`src/rtl/sram_arb_pkg.sv`:
```
// Shared defaults and the slot-owner encoding for the SRAM port arbiter.
package sram_arb_pkg;

  localparam int unsigned STARVE_LIMIT_DEF = 16;
  localparam int unsigned CW_DEF           = 8;

  typedef enum logic [1:0] {
    IDLE   = 2'd0,
    PORT_A = 2'd1,
    PORT_B = 2'd2
  } slot_owner_e;

endpackage

```
`src/rtl/sram_arb_starve_mon.sv`:
```
// Port B wait tracker: saturating wait counter, worst-case wait and a
// sticky flag raised when a request has waited STARVE_LIMIT cycles.
module sram_arb_starve_mon
  import sram_arb_pkg::*;
#(
  parameter int unsigned STARVE_LIMIT = STARVE_LIMIT_DEF,
  parameter int unsigned CW           = CW_DEF
) (
  input  logic          clk,
  input  logic          rst_n,
  input  logic          req,
  input  logic          gnt,
  input  logic          clr,
  output logic [CW-1:0] wait_cnt_o,
  output logic [CW-1:0] max_wait_o,
  output logic          starved_o
);

  localparam logic [CW-1:0] CNT_MAX   = '1;
  localparam logic [CW-1:0] STARVE_AT = CW'(STARVE_LIMIT - 1);

  logic [CW-1:0] cnt_q, cnt_d;
  logic [CW-1:0] max_q, max_d;
  logic          starved_q, starved_d;
  logic          starve_set;

  always_comb begin
    cnt_d = cnt_q;
    if (gnt) begin
      cnt_d = '0;
    end else if (req && (cnt_q != CNT_MAX)) begin
      cnt_d = cnt_q + 1'b1;
    end

    max_d = max_q;
    if (clr) begin
      max_d = '0;
    end else if (gnt && (cnt_q > max_q)) begin
      max_d = cnt_q;
    end

    // A fresh starvation event must not be lost to a simultaneous clear.
    starve_set = req & ~gnt & (cnt_q == STARVE_AT);
    starved_d  = starve_set | (starved_q & ~clr);
  end

  always_ff @(posedge clk or negedge rst_n) begin
    if (!rst_n) begin
      cnt_q     <= '0;
      max_q     <= '0;
      starved_q <= 1'b0;
    end else begin
      cnt_q     <= cnt_d;
      max_q     <= max_d;
      starved_q <= starved_d;
    end
  end

  assign wait_cnt_o = cnt_q;
  assign max_wait_o = max_q;
  assign starved_o  = starved_q;

endmodule

```
`src/rtl/sram_port_arbiter.sv`:
```
// Single-port SRAM sharing: AHB port A passes straight through with priority,
// port B fills idle slots via req/gnt and gets read data one cycle later.
module sram_port_arbiter
  import sram_arb_pkg::*;
#(
  parameter int unsigned AW           = 14,
  parameter int unsigned STARVE_LIMIT = STARVE_LIMIT_DEF,
  parameter int unsigned CW           = CW_DEF
) (
  input  logic          HCLK,
  input  logic          HRESETn,
  input  logic          a_cs,
  input  logic [3:0]    a_wen,
  input  logic [AW-3:0] a_addr,
  input  logic [31:0]   a_wdata,
  output logic [31:0]   a_rdata,
  input  logic          b_req,
  input  logic          b_we,
  input  logic [3:0]    b_be,
  input  logic [AW-3:0] b_addr,
  input  logic [31:0]   b_wdata,
  output logic          b_gnt,
  output logic          b_rvalid,
  output logic [31:0]   b_rdata,
  output logic          SRAMCS,
  output logic [3:0]    SRAMWEN,
  output logic [AW-3:0] SRAMADDR,
  output logic [31:0]   SRAMWDATA,
  input  logic [31:0]   SRAMRDATA,
  input  logic          stat_clr,
  output logic [CW-1:0] b_wait_cnt,
  output logic [CW-1:0] b_max_wait,
  output logic          b_starved
);

  slot_owner_e slot_owner;
  logic        rd_pend_q, rd_pend_d;
  logic [31:0] hold_q, hold_d;

  assign b_gnt = b_req & ~a_cs & HRESETn;

  always_comb begin
    slot_owner = IDLE;
    if (a_cs) begin
      slot_owner = PORT_A;
    end else if (b_gnt) begin
      slot_owner = PORT_B;
    end
  end

  // Address/data default to port A so the A path stays a plain wire.
  always_comb begin
    SRAMCS    = 1'b0;
    SRAMWEN   = 4'b0000;
    SRAMADDR  = a_addr;
    SRAMWDATA = a_wdata;
    case (slot_owner)
      PORT_A: begin
        SRAMCS  = a_cs;
        SRAMWEN = a_wen;
      end
      PORT_B: begin
        SRAMCS    = 1'b1;
        SRAMWEN   = b_we ? b_be : 4'b0000;
        SRAMADDR  = b_addr;
        SRAMWDATA = b_wdata;
      end
      default: ;
    endcase
  end

  // A never reads in the cycle after a B slot, so the raw macro output serves it.
  assign a_rdata = SRAMRDATA;

  always_comb begin
    rd_pend_d = b_gnt & ~b_we;
    hold_d    = rd_pend_q ? SRAMRDATA : hold_q;
  end

  always_ff @(posedge HCLK or negedge HRESETn) begin
    if (!HRESETn) begin
      rd_pend_q <= 1'b0;
      hold_q    <= '0;
    end else begin
      rd_pend_q <= rd_pend_d;
      hold_q    <= hold_d;
    end
  end

  assign b_rvalid = rd_pend_q;
  assign b_rdata  = rd_pend_q ? SRAMRDATA : hold_q;

  sram_arb_starve_mon #(
    .STARVE_LIMIT(STARVE_LIMIT),
    .CW          (CW)
  ) u_starve_mon (
    .clk       (HCLK),
    .rst_n     (HRESETn),
    .req       (b_req),
    .gnt       (b_gnt),
    .clr       (stat_clr),
    .wait_cnt_o(b_wait_cnt),
    .max_wait_o(b_max_wait),
    .starved_o (b_starved)
  );

endmodule

```
`config.mk`:
```
export PLATFORM = sky130hd
export DESIGN_NAME = sram_port_arbiter
export DESIGN_NICKNAME = d
export VERILOG_FILES = /design/src/rtl/sram_arb_pkg.sv /design/src/rtl/sram_arb_starve_mon.sv /design/src/rtl/sram_port_arbiter.sv
export SDC_FILE = /design/constraint.sdc
export NUM_CORES = 1
export LEC_CHECK = 0
export ABC_CLOCK_PERIOD_IN_PS = 5210
export CORE_AREA = 2 2 102 104
export CTS_CLUSTER_DIAMETER = 40
export DETAILED_ROUTE_END_ITERATION = 8
export DIE_AREA = 0 0 104 106
export DONT_BUFFER_PORTS = 1
export GPL_ROUTABILITY_DRIVEN = 0
export SKIP_LAST_GASP = 1
export SLEW_MARGIN = 20
export SYNTH_ARGS = -nofsm -noshare
export SYNTH_HDL_FRONTEND = slang
export SYNTH_HIERARCHICAL = 1
export SYNTH_SLANG_ARGS = --single-unit
```
`constraint.sdc`:
```
create_clock -name HCLK -period 5.21 [get_ports HCLK]
set_input_delay 0.7815 -clock HCLK [delete_from_list [all_inputs] [get_ports HCLK]]
set_output_delay 0.7815 -clock HCLK [all_outputs]
set_load 0.01 [all_outputs]
```
==> impl_metrics.tcl, run 1 <==
set metrics [dict create \
    insertion_delay_ns 0.31 \
    grtUsageTotal_pct 16.2 \
    avgSynthCellArea_um2 12.0 \
    rsz0062_at_grt "no" \
    total_power_uw 1030 \
    syn2layout_area_growth_pct -2.46 \
    netlist_top_cells_count "dfrtp_1 (50), mux2_4 (39), mux2_2 (35)" \
    end_kind "output pin" \
    drive_gt1_share_pct 35.0 \
    numCtsBuffers 5 \
    ys_types 37 \
    maxCapViolCount 0 \
    synth-main-ff-cell "dfrtp_1" \
    cts_sinks 50 \
    critical-path-max-stage-delay_ns 0.59 \
    initial_utilization_pct 33.1 \
    wl_per_cell_um 24.0 \
    synth_area_um2 3310 \
    use_met1_pct 17.3 \
    synth_nets 420 \
    antenna_found_initial 3 \
    drc 0 \
    async_flop_share_pct 100 \
    p_switching_uw 334 \
    grt_busiest_layer "met2" \
    nets 385 \
    grt_util_met3_pct 7.60 \
    detail-route-antenna-nets 0 \
    cellLeakagePower_uw 0.00149 \
    wirelength_um 9140 \
    cts.repair.resized 0 \
    die-area_um2 11000 \
    die_width_um 104 \
    cp.required_ns 4.43 \
    dr.pass1.iters 4 \
    grt_overflow 0 \
    crit_type "input pin to output pin" \
    port-buffer-count 0 \
    fmax_mhz 368 \
    peakVddDrop_v 0.000174 \
    cts_tree "yes" \
    setup_violations 0 \
    cp_slowest_cell "buf_4" \
    rows 37 \
    path_buf_inv 1 \
    cts.htree.levels 2 \
    vias 1985 \
    synthTopCellsByArea "dfrtp_1 (38%), mux2_4 (18%), mux2_2 (12%)" \
    final.setup.tns_ns 0 \
    syn_inst 277 \
    nFillCells 1012 \
    fp.coreArea_um2 10000 \
    p_int_uw 696 \
    start_kind "input pin" \
    grt_pass1_vias 1991 \
    worstPathMaxFanout 56 \
    initialDrtViolationCount 121 \
    path_clk_slew_ns 0.09 \
    crit_family "buffers and inverters" \
    yosysMostFrequentCell "dfrtp_1" \
    seq_area_frac_synth_pct 37.8 \
    crit_chain "nand3b_1 -> buf_4 -> mux2_2" \
    grt_pass1_wl_um 13200 \
    io_pins 266 \
    yosys.area.top_type "dfrtp_1" \
    switching_share_pct 32.5 \
    finClkSkew_ns 0.00952 \
    min_period_ns 2.72 \
    seqPwrFrac_pct 50.3 \
    root_buffer "clkbuf_8" \
    powerDensity_nw_per_um2 319 \
    synth_edf_count 0 \
    relSlewSlack_pct 50.7 \
    chipHeight_um 106 \
    power_frac_comb_pct 27.2 \
    hold_viol 0 \
    yosys_warnings 6 \
    cts_hold_buffers 0 \
    vias_per_cell 5.21 \
    status "finished, final reports clean" \
    yosysTopAreaCellShare_pct 37.8 \
    cts_buffer_depth 2 \
    grt_max_degree 57 \
    finalMaxSlewViolations 0 \
    synth-seq-cells 50 \
    arrival_ns 1.94 \
    dp_hpwl_um 7640 \
    worst_pin_slew_ns 0.740 \
    postCtsSetupBuffers 0 \
    use_met2_pct 27.5 \
    hp-class "input pin to async pin" \
    fin_crit_sh_pct 52.2 \
    p_clk_share_pct 22.6 \
]
-- registers in the layout (all words and copies together), names as in the netlist --
register	count
u_starve_mon/max_wait_o	8
u_starve_mon/wait_cnt_o	8
b_rvalid	1
hold_q	32
u_starve_mon/starved_o	1
-- through the flow --
stage / instances / instance area (µm²) / worst slack [ns] / util [%] / hold WS (ns)
after floorplan: 277 / 3310 / 2.89 / - / 0.486
after global placement: 371 / 3130 / 2.33 / 31.3 / 0.487
after detailed placement: 371 / 3130 / 2.23 / 31.3 / 0.487
after CTS: 379 / 3220 / 2.50 / 32.2 / 0.135
after global routing: 381 / 3230 / 2.33 / 32.3 / 0.129
final: 381 / 3230 / 2.49 / 32.3 / 0.156
-- cell families (layout without fill, tap and decap cells) --
kind of cell | after synthesis | count (layout) | synth area share, %
simple gates | 54 | 54 | 8.66
xor+xnor | 4 | 4 | 1.06
flops | 50 | 50 | 37.8
compound gates | 20 | 20 | 3.89
mux | 85 | 85 | 33.0
fa+ha+maj | 9 | 9 | 3.40
other cells | 0 | 2 | 0
buf+inv | 55 | 21 | 12.2
-- placed cells by master (no fill, tap or decap), types with 2 or more instances in the layout --
cell and instances:
nor2_1 8, nand2_1 11, buf_4 2, mux2i_1 9, nand2b_1 17, nor3_1 2
mux2_4 39, a21oi_1 3, ha_1 9, and3_1 2, o21ai_0 8, nand4_1 7
nand3_1 2, inv_1 10, dfrtp_1 50, mux2_2 35, mux2_1 2, a211oi_1 2
diode_2 2, xor2_1 3, clkbuf_8 6
-- routing by layer --
| metal | part of all wire (%) | vias to the layer above |
|---|---|---|
| met5 | 0.13 | - |
| met4 | 2.8 | 2 |
| met3 | 11 | 18 |
| met2 | 50 | 150 |
| met1 | 36 | 952 |
| li1 | - | 863 |
-- layout make-up --
| type | instances | area [µm²] | area share [%] |
|---|---|---|---|
| multi-input cells | 172 | 1660 | 51.3 |
| diodes | 2 | 5.00 | 0.155 |
| well taps | 136 | 170 | 5.27 |
| repair buffers | 2 | 15.0 | 0.465 |
| clock inverters | 1 | 5.00 | 0.155 |
| inverters | 11 | 41.3 | 1.28 |
| clock buffers | 7 | 86.3 | 2.67 |
| flip-flops and latches | 50 | 1250 | 38.7 |
-- worst paths after layout --
check	slack, ns	cells after the start	endpoint	from
setup / recovery	2.49	3	SRAMWDATA[2]	HRESETn
hold / removal	0.16	0	u_starve_mon/starved_o	HRESETn
setup reg to reg	3.06	6	u_starve_mon/max_wait_o[3]	u_starve_mon/wait_cnt_o[4]
hold reg to reg	0.55	1	hold_q[14]	hold_q[14]
max in group asynchronous	4.94	0	hold_q[14]	HRESETn
min in group HCLK	0.54	1	b_rvalid	b_we
-- worst reg2reg max path: stages, from the launching register on --
cell	delay, ns
dfrtp_1	0.54
ha_1	0.37
nand4_1	0.14
o21ai_0	0.20
a21oi_1	0.07
nor2_2	0.47
mux2i_1	0.27
-- power groups by stage --
stage          combinational [µW]  sequential (µW)  clock (µW)
5_1_grt                       304              529         265
4_1_cts                       282              519         247
2_1_floorplan                 274              508           0
3_5_place_dp                  281              528           0
3_3_place_gp                  275              526           0
6_report                      280              518         233
(Power assumes the default switching activity.)
==> inputs of run 2 (changes only) <==
--- a/config.mk
+++ b/config.mk
@@ -5,7 +5,7 @@
 export SDC_FILE = /design/constraint.sdc
 export NUM_CORES = 1
 export LEC_CHECK = 0
-export ABC_CLOCK_PERIOD_IN_PS = 5210
+export ABC_CLOCK_PERIOD_IN_PS = 2800
 export CORE_AREA = 2 2 102 104
 export CTS_CLUSTER_DIAMETER = 40
 export DETAILED_ROUTE_END_ITERATION = 8
==> constraint.sdc (replaced) <==
create_clock -name HCLK -period 2.8 [get_ports HCLK]
set_input_delay 0.42 -clock HCLK [delete_from_list [all_inputs] [get_ports HCLK]]
set_output_delay 0.42 -clock HCLK [all_outputs]
set_load 0.01 [all_outputs]
==> impl_metrics.tcl, run 2 (synthesis results as in run 1) <==
set metrics [dict create \
    regMostFlops "hold_q" \
    largest_reg_flops 32 \
    critical-path-max-stage-delay_ns 0.52 \
    vias 2014 \
    cp_slowest_cell "dfrtp_1" \
    cts_tree "yes" \
    drc 0 \
    fp.coreArea_um2 10000 \
    rsz0062_at_grt "no" \
    powerDensity_nw_per_um2 605 \
    cp.required_ns 3.03 \
    start_kind "flip-flop" \
    dr.pass1.iters 4 \
    cts_hold_buffers 2 \
    crit_start "u_starve_mon/wait_cnt_o[2]" \
    grtUsageTotal_pct 16.1 \
    place_ws_ns 0.733 \
    numCtsBuffers 5 \
    setup_violations 0 \
    hold_viol 0 \
    fmax_mhz 486 \
    status "finished, final reports clean" \
    root_buffer "clkbuf_8" \
    dp_hpwl_um 7600 \
    final.setup.tns_ns 0 \
    crit_chain "ha_1 -> nand4_1 -> o21ai_0 -> a21oi_1 -> nor2_2 -> mux2i_1" \
    nets 387 \
    cts_sinks 50 \
    relSlewSlack_pct 50.9 \
    vias_per_cell 5.24 \
    rows 37 \
    crit_family "simple AND/OR/NAND/NOR gates" \
    wl_per_cell_um 24.0 \
    nFillCells 1029 \
    cts_buffer_depth 2 \
    hold_ws_ns 0.182 \
    grt_pass1_wl_um 13100 \
    postCtsSetupBuffers 0 \
    hp-class "input pin to flip-flop" \
    layout_setup_ws_ns 0.741 \
    final_cell_mix "dfrtp_1 (50), mux2_4 (39), mux2_2 (35), nand2b_1 (17), nand2_1 (11)" \
    crit_type "flip-flop to flip-flop" \
    initial_utilization_pct 33.1 \
    cellLeakagePower_uw 0.00152 \
    total_power_uw 1990 \
    syn2layout_area_growth_pct -0.680 \
    port-buffer-count 0 \
    worst_pin_slew_ns 0.737 \
    finClkSkew_ns 0.0176 \
    grt_pass1_vias 2054 \
    finalMaxSlewViolations 0 \
    die_width_um 104 \
    maxCapViolCount 0 \
    min_from "b_we" \
    io_pins 266 \
    worstPathMaxFanout 8 \
    cts.htree.levels 2 \
    antenna_found_initial 5 \
    peakVddDrop_v 0.000302 \
    insertion_delay_ns 0.31 \
    min_period_ns 2.06 \
    grt_overflow 0 \
    path_buf_inv 0 \
    r2r_start "u_starve_mon/wait_cnt_o[2]" \
    end_kind "flip-flop" \
    initialDrtViolationCount 60 \
    drive_gt1_share_pct 35.5 \
    die-area_um2 11000 \
    grt_max_degree 51 \
    wirelength_um 9200 \
    final_common_cell "dfrtp_1" \
    fin_crit_sh_pct 73.5 \
    chipHeight_um 106 \
    arrival_ns 2.29 \
    cts.repair.resized 0 \
    path_clk_slew_ns 0.10 \
    detail-route-antenna-nets 0 \
]
==> run 2: cell count changes in the layout (fill, tap and decap cells not counted), sizes merged <==
| cell | previous run | this run |
|---|---|---|
| diode | 2 | 3 |
| dlygate4sd3 | 0 | 1 |
| buf | 2 | 3 |
| clkinv | 1 | 0 |
| clkbuf | 7 | 8 |
==> run 2: layout make-up <==
cell class	count	area, µm²	area share [%]
antenna	3	7.51	0.228
clock buffer	8	110	3.35
inverter	11	41.3	1.26
multi-input combinational	172	1660	50.3
sequential	50	1250	38.1
tap	136	170	5.18
timing repair buffer	4	52.6	1.60
==> run 2: final timing paths <==
path | to | slack [ns] | cells past startpoint
max | u_starve_mon/max_wait_o[5] | 0.74 | 6
min | b_rvalid | 0.18 | 1
max reg2reg | u_starve_mon/max_wait_o[5] | 0.74 | 6
min reg2reg | hold_q[31] | 0.54 | 1
max in group asynchronous | hold_q[13] | 1.93 | 2
min in group asynchronous | u_starve_mon/max_wait_o[6] | 0.61 | 2
==> run 2: per-stage QoR <==
| step | area [µm²] | instances | utilization, % |
|---|---|---|---|
| 4_1_cts | 3280 | 381 | 32.8 |
| 3_5_place_dp | 3130 | 371 | 31.3 |
| 3_3_place_gp | 3130 | 371 | 31.3 |
| 6_report | 3290 | 384 | 32.9 |
| 2_1_floorplan | 3310 | 277 | - |
| 5_1_grt | 3290 | 383 | 32.9 |
==> run 2: worst register-to-register path, delay by kind of cell (launching register included) <==
| family | cells | cell delay, ns |
|---|---|---|
| compound gates | 2 | 0.24 |
| flops | 1 | 0.52 |
| fa+ha+maj | 1 | 0.37 |
| simple gates | 2 | 0.58 |
| mux | 1 | 0.28 |
==> run 2: layer usage <==
layer  up-vias  routed length (µm)  global-route usage [%]
met2       158                4660                    27.6
met3        21                1100                    9.01
met4         6                 183                    6.85
li1        864                   -                       -
met1       965                3210                    16.1
met5         -                  45                       0
==> run 2: power breakdown <==
group | switching (µW) | internal [µW] | leakage [µW] | total (µW)
logic | 290 | 247 | 0.000829 | 537
clock network | 237 | 250 | 0.0000575 | 487
registers | 112 | 854 | 0.000630 | 965
total | 638 | 1350 | 0.00152 | 1990
==> variant 1: new RTL, flow settings as in run 2 <==
The package constant `CW_DEF` goes from 8 to 9.
--- a/src/rtl/sram_arb_pkg.sv
+++ b/src/rtl/sram_arb_pkg.sv
@@ -3,5 +3,5 @@
 
   localparam int unsigned STARVE_LIMIT_DEF = 16;
-  localparam int unsigned CW_DEF           = 8;
+  localparam int unsigned CW_DEF           = 9;
 
   typedef enum logic [1:0] {
Interface: changed (resized b_max_wait and b_wait_cnt); port bits go from 266 to 268. No check against the original RTL was run, so the function may have changed too.
==> variant 1 against run 2 <==
Die area unchanged. Worst setup slack worse by 27 ps. Design area up 4.0%. Area after synthesis up 4.3%. Clock skew down 13 ps. Power up 1.8%. Non-clock buffer count up 1. Routed wire length down 2.1%. Sequential cell count up 2. Highest routed layer is now met4.
==> variant 1: results (changes against run 2) <==
[outcome]
status = finished, final reports clean  ; unchanged

[synth]
ys_seq_area_frac = 0.3768  ; was 0.3779
syn-num-nets = 438  ; was 420
synth_area_leaders = dfrtp_1 38%, mux2_4 17%, mux2_2 11%  ; was dfrtp_1 38%, mux2_4 18%, mux2_2 12%
synth_top_cells_by_count = 52 x dfrtp_1, 39 x mux2_4, 35 x mux2_2  ; was 50 x dfrtp_1, 39 x mux2_4, 35 x mux2_2
synth_compound_area_frac = 0.03406  ; was 0.03893
synth.area.mux_share = 0.3163  ; was 0.3299
synth.distinct_cells = 33  ; was 37
synth_fa_ha_area_frac = 0.03986  ; was 0.03401

[sta]
worst_pin_slew_ps = 611.9  ; was 736.7 ps
skew_ps = 4.714  ; was 17.57 ps
whs_ps = 164.1  ; was 181.9 ps

[critical_path]
crit_end = u_starve_mon/wait_cnt_o[7]  ; was u_starve_mon/max_wait_o[5]
worstPathMaxFanout = 7  ; was 8

[routing]
drt_iter0_markers = 130  ; was 60
wl_per_cell_um = 22.69  ; was 23.97 um
wirelength_um = 9008  ; was 9204 um

[power]
p_leak_uw = 0.001535  ; was 0.001516 uW

[global_route]
grt_pass1_wl_um = 12920  ; was 13110 um
antenna_found_initial = 1  ; was 5

[placement]
dpl_cell_area_um2 = 3282  ; was 3133 um^2
dpl_worst_slack_ps = 728.0  ; was 733.4 ps
hpwlAfterDp_um = 7215  ; was 7602 um
place_inst = 386  ; was 371

[finish]
drive_gt1_frac = 0.3346  ; was 0.3551

## variant 1: cell count changes in the layout (fill, tap and decap cells not counted), moves of 3 or more
cell and change:
a21oi_1 +3, inv_1 +5, nand2_1 +4, nand2b_1 +3, clkbuf_8 -3, xnor2_1 +3
## variant 1: layout make-up
class	count	area, um^2
antenna	1	2.502
clock buffer	5	68.82
clock inverter	3	28.78
fill	1015	6580
inverter	15	56.30
multi-input combinational	180	1719
sequential	52	1301
tap	136	170.2
timing repair buffer	5	72.57
## variant 1: worst max-delay path: stages, from the launching register on
cell and delay (ps):
dfrtp_1 510, ha_1 270, nand3_1 160, nor3_1 80, ha_1 190, nand2b_1 230, nor4_1 330, xnor2_1 160
nor2_1 50
## variant 1: routing by layer
layer	track usage	part of all wire	vias up
met3	0.05334	0.080	16
met4	0.06371	0.026	0
li1	-	-	908
met1	0.1715	0.37	1018
met2	0.2646	0.52	129
met5	0	0	-
## variant 1: report_power, final
group	internal, uW	switching [uW]
registers	883	114
logic	251	304
clock network	189	284
==> variant 2: new RTL, settings of run 2 <==
Without the edit above. Compare `cnt_q` against `STARVE_AT` with >= in place of ==.
--- a/src/rtl/sram_arb_starve_mon.sv
+++ b/src/rtl/sram_arb_starve_mon.sv
@@ -41,5 +41,5 @@
 
     // A fresh starvation event must not be lost to a simultaneous clear.
-    starve_set = req & ~gnt & (cnt_q == STARVE_AT);
+    starve_set = req & ~gnt & (cnt_q >= STARVE_AT);
     starved_d  = starve_set | (starved_q & ~clr);
   end
Behaviour: no difference found for any inputs over 10 cycles, from zero or initial values and one cycle with HRESETn low; that may be too few to reach the edited logic, so the function may still have changed.
==> variant 2 against run 2 <==
Combinational power rose by 4.3%. Routed wire length decreased by 1.2%. Power decreased by 0.41%. Worst setup slack worse by 83 ps. Synthesized cell count shrank 1.1%. Critical path type is now register to output port. Maximum frequency shrank 3.9%. Largest cell class unchanged. Non-clock buffer count increased by 2. Highest routed layer unchanged. Sequential cell count stayed put. Design area up 0.72%. Area after synthesis rose by 1.3%.
==> variant 2: results (changes against run 2) <==
[placement]
hpwlAfterDp_um = 7463  ; was 7602 um
dpl_cell_area_um2 = 3177  ; was 3133 um^2
dpl_worst_slack_ps = 836.7  ; was 733.4 ps

[power]
irDropWorstVdd_mv = 0.4194  ; was 0.3017 mV
p_leak_uw = 0.001543  ; was 0.001516 uW

[global_route]
grtUsageMet1 = 0.1739  ; was 0.1610
grtUsageMet2 = 0.3012  ; was 0.2763
antenna_found_initial = 1  ; was 5
grtUsageTotal = 0.1625  ; was 0.1610
grt_pass1_vias = 2000  ; was 2054
grt_pass1_wl_um = 13420  ; was 13110 um

[routing]
post_drt_via_cell_ratio = 5.301  ; was 5.245
drt-met1-wl_um = 3178  ; was 3213 um
routed-wl-met2_um = 4987  ; was 4661 um
wl_per_cell_um = 23.98  ; was 23.97 um
drt_iter0_markers = 74  ; was 60
wl_met3_um = 788  ; was 1100 um

[outcome]
status = finished, final reports clean  ; unchanged

[synth]
async_flop_share = 1.000  ; unchanged
synth_area_leaders = dfrtp_1 37%, mux2_4 17%, mux2_2 12%  ; was dfrtp_1 38%, mux2_4 18%, mux2_2 12%
syn-num-nets = 417  ; was 420
ys_seq_area_frac = 0.3731  ; was 0.3779
synth_top_cells_by_count = 50 x dfrtp_1, 39 x mux2_4, 35 x mux2_2  ; unchanged
synth.distinct_cells = 36  ; was 37

[finish]
drive_gt1_frac = 0.3786  ; was 0.3551
n_antenna_cell = 0  ; was 3
fin_nets = 385  ; was 387

[sta]
fin_ws_ps = 658.8  ; was 741.3 ps
worst_pin_slew_ps = 571.8  ; was 736.7 ps

[critical_path]
path_delay_family = flip-flops  ; was simple AND/OR/NAND/NOR gates
worstPathMaxFanout = 26  ; was 8
arrival_ps = 1720  ; was 2290 ps
slowest_delay_ps = 560  ; was 520 ps

[hold_path]
worstHoldPathType = input port to register  ; unchanged

-- variant 2: cell types whose count changed after synthesis, sizes merged, moves of 2 or more --
cell | before | now
nand2 | 11 | 9
nand2b | 17 | 15
o21ai | 8 | 5
or2b | 0 | 2
-- variant 2: area by class of cell --
class	count	area, um^2	share of cell area
inverter	11	41.29	0.01247
sequential	50	1251	0.3778
tap	136	170.2	0.05138
clock inverter	3	28.78	0.008689
multi-input combinational	168	1684	0.5085
clock buffer	5	68.82	0.02078
timing repair buffer	6	67.56	0.02040
-- variant 2: cells by family (layout without fill, tap and decap cells) --
group / count (synthesis) / count (layout) / share of synthesized area
flip-flops: 50 / 50 / 0.3731
XOR/XNOR: 6 / 6 / 0.01567
adder cells (fa/ha/maj): 9 / 9 / 0.03358
multiplexers: 85 / 85 / 0.3257
buffers and inverters: 56 / 25 / 0.1246
AO/OA/AOI/OAI: 16 / 16 / 0.04067
AND/OR/NAND/NOR: 52 / 52 / 0.08656
-- variant 2: worst paths after layout --
| path | from | endpoint | cells past startpoint |
|---|---|---|---|
| hold / removal | b_we | b_rvalid | 1 |
| min in group asynchronous | HRESETn | hold_q[20] | 2 |
| hold reg to reg | hold_q[21] | hold_q[21] | 1 |
| max in group asynchronous | HRESETn | u_starve_mon/max_wait_o[6] | 2 |
| setup reg to reg | u_starve_mon/wait_cnt_o[7] | u_starve_mon/max_wait_o[0] | 6 |
| setup / recovery | b_rvalid | b_rdata[24] | 2 |
-- variant 2: through the flow --
step	hold WS, ps	instances
floorplan	124.4	274
global placement	125.4	369
detailed placement	125.8	369
CTS	145.2	379
global route	133.9	379
finish	161.4	379
-- variant 2: power by group --
group / switching (uW) / total (uW) / internal [uW]
sequential: 108 / 963 / 855
combinational: 305 / 560 / 255
clock: 271 / 457 / 186
total: 684 / 1980 / 1300
